**config.mk**
```make
export PLATFORM = sky130hd
export DESIGN_NAME = switch_debouncer
export DESIGN_NICKNAME = d
export VERILOG_FILES = /design/src/rtl/sw_debounce_pkg.sv /design/src/rtl/debounce_bit.sv /design/src/rtl/switch_debouncer.sv
export SDC_FILE = /design/constraint.sdc
export NUM_CORES = 1
export LEC_CHECK = 0
export BUFFER_PORTS_ARGS = -buffer_cell sky130_fd_sc_hd__clkbuf_2
export CORE_UTILIZATION = 50
export CTS_BUF_LIST = sky130_fd_sc_hd__clkbuf_2
export CTS_CLUSTER_SIZE = 8
export DETAILED_ROUTE_END_ITERATION = 8
export PLACE_DENSITY = 0.66
export SYNTH_ARGS = -nofsm -noshare
export SYNTH_HDL_FRONTEND = slang
export SYNTH_SLANG_ARGS = --single-unit
```
**constraint.sdc**
```tcl
create_clock -name clk -period 2.53 [get_ports clk]
set_input_delay 0 -clock clk [delete_from_list [all_inputs] [get_ports clk]]
set_output_delay 0 -clock clk [all_outputs]
set_load 0.01 [all_outputs]
```
**src/rtl/sw_debounce_pkg.sv**
```systemverilog
// rtl/sw_debounce_pkg.sv - shared timing constants and state type for the switch debouncer
package sw_debounce_pkg;

    localparam int CLK_FREQ_HZ     = 125000000;
    localparam int DEBOUNCE_MS     = 10;
    localparam int DEFAULT_CNT_MAX = (CLK_FREQ_HZ / 1000) * DEBOUNCE_MS;
    localparam int SIM_CNT_MAX     = 4;

    typedef enum logic {
        DB_STABLE   = 1'b0,
        DB_COUNTING = 1'b1
    } db_state_e;

endpackage

```
**src/rtl/debounce_bit.sv**
```systemverilog
// rtl/debounce_bit.sv - single-bit synchroniser, stability counter and clean flop
module debounce_bit
    import sw_debounce_pkg::*;
#(
    parameter int CNT_MAX     = DEFAULT_CNT_MAX,
    parameter int SYNC_STAGES = 2
) (
    input  logic clk,
    input  logic rst,
    input  logic raw,
    output logic clean,
    output logic changed
);

    localparam int CNT_W = $clog2(CNT_MAX);
    localparam logic [CNT_W-1:0] CNT_LAST = CNT_W'(CNT_MAX - 1);

    logic [SYNC_STAGES-1:0] sync_q;
    logic                   sync_bit;
    logic [CNT_W-1:0]       cnt_q;
    logic [CNT_W-1:0]       cnt_d;
    logic                   clean_d;
    logic                   changed_d;
    db_state_e              state;

    assign sync_bit = sync_q[SYNC_STAGES-1];

    always_ff @(posedge clk) begin
        if (rst) begin
            sync_q  <= '0;
            cnt_q   <= '0;
            clean   <= 1'b0;
            changed <= 1'b0;
        end else begin
            sync_q  <= {sync_q[SYNC_STAGES-2:0], raw};
            cnt_q   <= cnt_d;
            clean   <= clean_d;
            changed <= changed_d;
        end
    end

    // The state is implied by the synchronised level disagreeing with the
    // accepted one; returning to agreement before the window ends rejects it.
    always_comb begin
        state     = (sync_bit != clean) ? DB_COUNTING : DB_STABLE;
        cnt_d     = '0;
        clean_d   = clean;
        changed_d = 1'b0;
        if (state == DB_COUNTING) begin
            if (cnt_q == CNT_LAST) begin
                clean_d   = sync_bit;
                changed_d = 1'b1;
            end else begin
                cnt_d = cnt_q + CNT_W'(1);
            end
        end
    end

endmodule

```
**src/rtl/switch_debouncer.sv**
```systemverilog
// rtl/switch_debouncer.sv - per-bit switch debouncer with change strobe; SW_DEBOUNCE_EDGE_EN adds rise/fall strobes
module switch_debouncer
    import sw_debounce_pkg::*;
#(
    parameter int WIDTH       = 2,
    parameter int CNT_MAX     = DEFAULT_CNT_MAX,
    parameter int SYNC_STAGES = 2
) (
    input  logic             clk,
    input  logic             rst,
    input  logic [WIDTH-1:0] sw_raw,
    output logic [WIDTH-1:0] sw_clean,
`ifdef SW_DEBOUNCE_EDGE_EN
    output logic [WIDTH-1:0] sw_rise,
    output logic [WIDTH-1:0] sw_fall,
`endif
    output logic             sw_changed
);

    logic [WIDTH-1:0] bit_changed;

    for (genvar i = 0; i < WIDTH; i++) begin : g_bit
        debounce_bit #(
            .CNT_MAX    (CNT_MAX),
            .SYNC_STAGES(SYNC_STAGES)
        ) u_bit (
            .clk    (clk),
            .rst    (rst),
            .raw    (sw_raw[i]),
            .clean  (sw_clean[i]),
            .changed(bit_changed[i])
        );
    end

    // Per-bit flags are flops, so the merged strobe stays glitch-free and
    // simultaneous acceptances collapse into one pulse.
    assign sw_changed = |bit_changed;

`ifdef SW_DEBOUNCE_EDGE_EN
    assign sw_rise = bit_changed & sw_clean;
    assign sw_fall = bit_changed & ~sw_clean;
`endif

endmodule
```
# == Word-level counts from Yosys, hierarchy flattened ==
# Index checks and enable logic that the tools add are counted.
# totals
ff_bits,50
in_bits,4
out_inout_bits,3
# op_classes
addsub,2
eq_ne,4
muxes,4
bitwise_logic,2
n_reduce_logical,7
# ops
op,n
"adder 21 x 1 -> 21 bit, second input constant",2
"equality test 21 bit, second input constant",2
OR reduction 2 bit,3
OR reduction 3 bit,2
two-way mux 1 bit,4
AND reduction 2 bit,2
!= test 1 bit,2
inverter 1 bit,2

# == Longest topological paths before layout ==
# depth
depth_word,4
depth_mapped,6
depth_no_buf,5

# == Cells and area by module ==
# A second synthesis with hierarchy kept.
# hier_totals
cells_unflattened,249
hier_area_um2,2220.9
# by_module_without_submodules
module,instances,cells_each,area_each_um2,seq_area_each_um2
debounce_bit (g_bit[0].u_bit),1,127,1144.8,500.5
debounce_bit (g_bit[1].u_bit),1,121,1069.8,500.5
switch_debouncer,1,1,6.3,0.0

# == Worst setup path after synthesis ==
# Ideal clock, no wire load.
# synth_path
path_type,register to register
startpoint,reg g_bit[0].u_bit.cnt_q[13]
endpoint,reg g_bit[0].u_bit.cnt_q[10]
setup_time_ns,0.115
t_arrival_ns,1.855
required_ns,2.415
path_slack_ns,0.561
path_stages_with_launch,6
n_path_buf,1
cell_sequence,dfxtp_1 > or4b_1 > or4_4 > o31ai_4 > buf_6 > nor2_1
# synth_between
elab_chain_cells,2
# synth_rtl
item,line,source
start: declaration,debounce_bit.sv:20,logic [CNT_W-1:0] cnt_q;
start signal: assignment,debounce_bit.sv:36,cnt_q <= cnt_d;
equality test 21 bit,debounce_bit.sv:50,if (cnt_q == CNT_LAST) begin
OR reduction 3 bit (no line),-,
# Every way passes these cells.
# A chain may end at the register's enable or synchronous reset.

# == Final worst setup path ==
# layout_path
startpoint,reg g_bit[0].u_bit.cnt_q[15]
endpoint,reg g_bit[0].u_bit.cnt_q[1]
# Same word-level chain as after synthesis.

==> impl_metrics.toml <==
[drt]
drt_iter0_drc = 61
vias_per_cell = 5.42
wl_met1_um = 1980
wl_met2_um = 1870
drt_first_pass_iters = 5
ant_nets = 0
drt-total-wl_um = 4030
top_layer = "met4"
wl_per_cell_um = 12.5
drc = 0
via_count = 1746
wl_met3_um = 110

[worst_hold_path]
holdPathStages = 3
hp-class = "in -> reg"
worstHoldStart = "rst"
holdPathEnd = "g_bit[1].u_bit.cnt_q[2]"

[power]
p_per_area_nw_per_um2 = 469
intPower_uw = 875
combPwrFrac = 0.021
p_sw_frac = 0.229
p_leak_uw = 0.000716
ir_worst_vdd_v = 0.000292
p_sw_uw = 260
pwr-share-clk = 0.277
pwr-share-seq = 0.701

[finish]
regArea_um2 = 1000
utilization = 0.560
nets = 275
fin_area_um2 = 2420
drive_above_1_share = 0.0815
syn_to_final_growth_pct = 7.73
n_fill_cell = 413
antennaDiodeCount = 0
multi_input_area_um2 = 1170

[worst_setup_path]
cp-end-kind = "flop"
reg2reg_slack_ps = 500
path_buf_inv = 0
reg2regPathDepth = 4
cp_max_fo = 3
start_kind = "flop"
crit-reg2reg-launch = "g_bit[0].u_bit.cnt_q[15]"
r2r-end = "g_bit[0].u_bit.cnt_q[1]"
critical_path.cell_chain = "or4b_1 > or4_4 > or3_1 > and3_1"
critical_path_required_ps = 2910
crit_type = "reg -> reg"
cp_slowest_stage_delay_ps = 520
arrival_ps = 2410
crit_family = "simple AND/OR/NAND/NOR gates"
cpMaxStageDelayCell = "or4b_1"

[cts]
insertion_delay_ps = 430
numCtsBuffers = 5
post_cts_resized = 0
htreeDepth = 2
clk_path_buf_depth = 2
cts.clk_slew.worst_paths_ps = 260
tritoncts = "built"
cts_root_buffer = "clkbuf_2"
clock-sinks = 50

[place]
portBuffers = 6
place_area_um2 = 2330
dp.final_hpwl_um = 2870
pre_cts_slack_ps = 505
gp_congestion = 0.860

[synth]
seq_area_frac_synth = 0.445
synthCells = 254
ys_warn_count = 0
syn_nets = 260
ys_seq_elements = 50
ys_types = 36
syn_area_um2 = 2250
syn_avg_cell_area_um2 = 8.85

[floorplanning]
num_rows = 24
die_w_um = 69.1
die_h_um = 69.1
start_util = 0.520
core_area_um2 = 4320
dieArea_um2 = 4770
io_pins = 7

[sta]
fin_ws_ps = 503
slew_violations = 0
period_minus_slack_ps = 2030
fin_skew_ps = 26.7
worstMarginPinSlew_ps = 391
relSlewSlack = 0.737
final.setup.tns_ps = 0
holdWs_ps = 404
setup_viol = 0
rsz0062_at_grt = "no"
finalHoldViolations = 0
fmax_mhz = 493
period_share = 0.801

[global_routing]
grt_antenna_before_repair = 0
track_usage = 0.184
grt_pass1_wl_um = 7100
grt_remaining_overflow = 0
grt_pass1_vias = 1583
grt_start_max_net_pins = 18

[flow_run]
maxCapViolations = 0

[outcome]
status = "finished, final reports clean"
## cells in the mapped netlist
cell | instances | area, um^2
dfxtp_1 | 50 | 1000
nor2_1 | 41 | 154
xnor2_1 | 24 | 210
nand3_1 | 12 | 60.1
nand4_1 | 12 | 75.1
nand2_1 | 11 | 41.3
nor3_1 | 10 | 50.1
nor4_1 | 9 | 56.3
a21oi_1 | 8 | 40.0
inv_1 | 8 | 30.0
nand2b_1 | 7 | 43.8
or4_1 | 7 | 52.6
and3_1 | 6 | 37.5
o31ai_1 | 6 | 45.0
xor2_1 | 6 | 52.6
nor2b_1 | 5 | 31.3
and2_1 | 3 | 18.8
clkbuf_1 | 3 | 11.3
mux2i_1 | 3 | 30.0
nor4b_1 | 3 | 26.3
buf_4 | 2 | 15.0
ha_1 | 2 | 25.0
o221ai_1 | 2 | 17.5
or3_1 | 2 | 12.5
a211oi_1 | 1 | 7.51
and4_1 | 1 | 8.76
buf_2 | 1 | 5.00
buf_6 | 1 | 11.3
clkbuf_2 | 1 | 5.00
nand4_2 | 1 | 12.5
nor3b_1 | 1 | 7.51
o21ai_1 | 1 | 5.00
o31ai_4 | 1 | 21.3
or2_2 | 1 | 6.26
or4_4 | 1 | 11.3
or4b_1 | 1 | 10.0
## worst max path at each step
stage,start,end,cells after the start
after floorplan,g_bit[0].u_bit.cnt_q[13],g_bit[0].u_bit.cnt_q[10],5
after global placement,g_bit[0].u_bit.cnt_q[13],g_bit[0].u_bit.cnt_q[1],4
after detailed placement,g_bit[0].u_bit.cnt_q[13],g_bit[0].u_bit.cnt_q[1],4
after CTS,g_bit[0].u_bit.cnt_q[13],g_bit[0].u_bit.cnt_q[1],4
after global routing,g_bit[1].u_bit.cnt_q[4],g_bit[1].u_bit.cnt_q[17],4
final,g_bit[0].u_bit.cnt_q[15],g_bit[0].u_bit.cnt_q[1],4
## power by group through the flow
stage          Sequential [uW]  Clock (uW)  Combinational (uW)
4_1_cts                    796         325                24.6
5_1_grt                    798         362                27.3
2_1_floorplan              810           0                12.9
3_5_place_dp               811           0                18.8
6_report                   796         315                24.3
3_3_place_gp               811           0                18.6
## cell families (layout without fill, tap and decap cells)
| logic type | count (synthesis) | in the layout | synth area share |
|---|---|---|---|
| multiplexers | 3 | 3 | 0.0134 |
| AND/OR/NAND/NOR | 134 | 134 | 0.318 |
| buffers and inverters | 16 | 32 | 0.0345 |
| AO/OA/AOI/OAI | 19 | 19 | 0.0607 |
| XOR/XNOR | 30 | 30 | 0.117 |
| flip-flops | 50 | 50 | 0.445 |
| adder cells (fa/ha/maj) | 2 | 2 | 0.0111 |
## metal layers
metal	GRT usage	vias to the layer above
li1	-	925
met1	0.234	794
met2	0.298	20
met3	0.0482	7
met4	0.0680	0
met5	0	-
## cell type report
cell class | instances | share of cell area
well taps | 52 | 0.0269
repair buffers | 16 | 0.0486
clock inverters | 2 | 0.00362
clock buffers | 6 | 0.0124
flip-flops and latches | 50 | 0.413
inverters | 8 | 0.0124
multi-input cells | 188 | 0.483
## per-stage QoR
step / instances / total power [uW]
detailed placement: 309 / 830
global route: 322 / 1190
global placement: 309 / 829
floorplan: 254 / 823
CTS: 322 / 1150
finish: 322 / 1140
## tightest hold or removal path, delay by kind of cell
kind	cells	cell delay [ps]
buf+inv	2	760
simple gates	1	80
## cells in the final DEF, fill, tap and decap left out, drive strengths merged, types with 3 or more instances in the layout
cell type,netlist,routed
a21oi,8,8
and2,3,3
and3,6,6
buf,4,5
clkbuf,4,12
dfxtp,50,50
dlygate4sd3,0,5
inv,8,8
mux2i,3,3
nand2,11,11
nand2b,7,7
nand3,12,12
nand4,13,13
nor2,41,41
nor2b,5,5
nor3,10,10
nor4,9,9
nor4b,3,3
o31ai,7,7
or4,8,8
xnor2,24,24
xor2,6,6
## flip-flops by register name, summed over array words and instances (netlist names)
name	count
g_bit.u_bit.changed	2
g_bit.u_bit.clean	2
g_bit.u_bit.cnt_q	42
g_bit.u_bit.sync_q	4
## repair_timing
action | CTS | global route
hold buffers | 5 | 0
setup buffers | 0 | 0
endpoints found under the hold margin | 9 | 0
No activity file was read; power rests on OpenSTA's default activity.
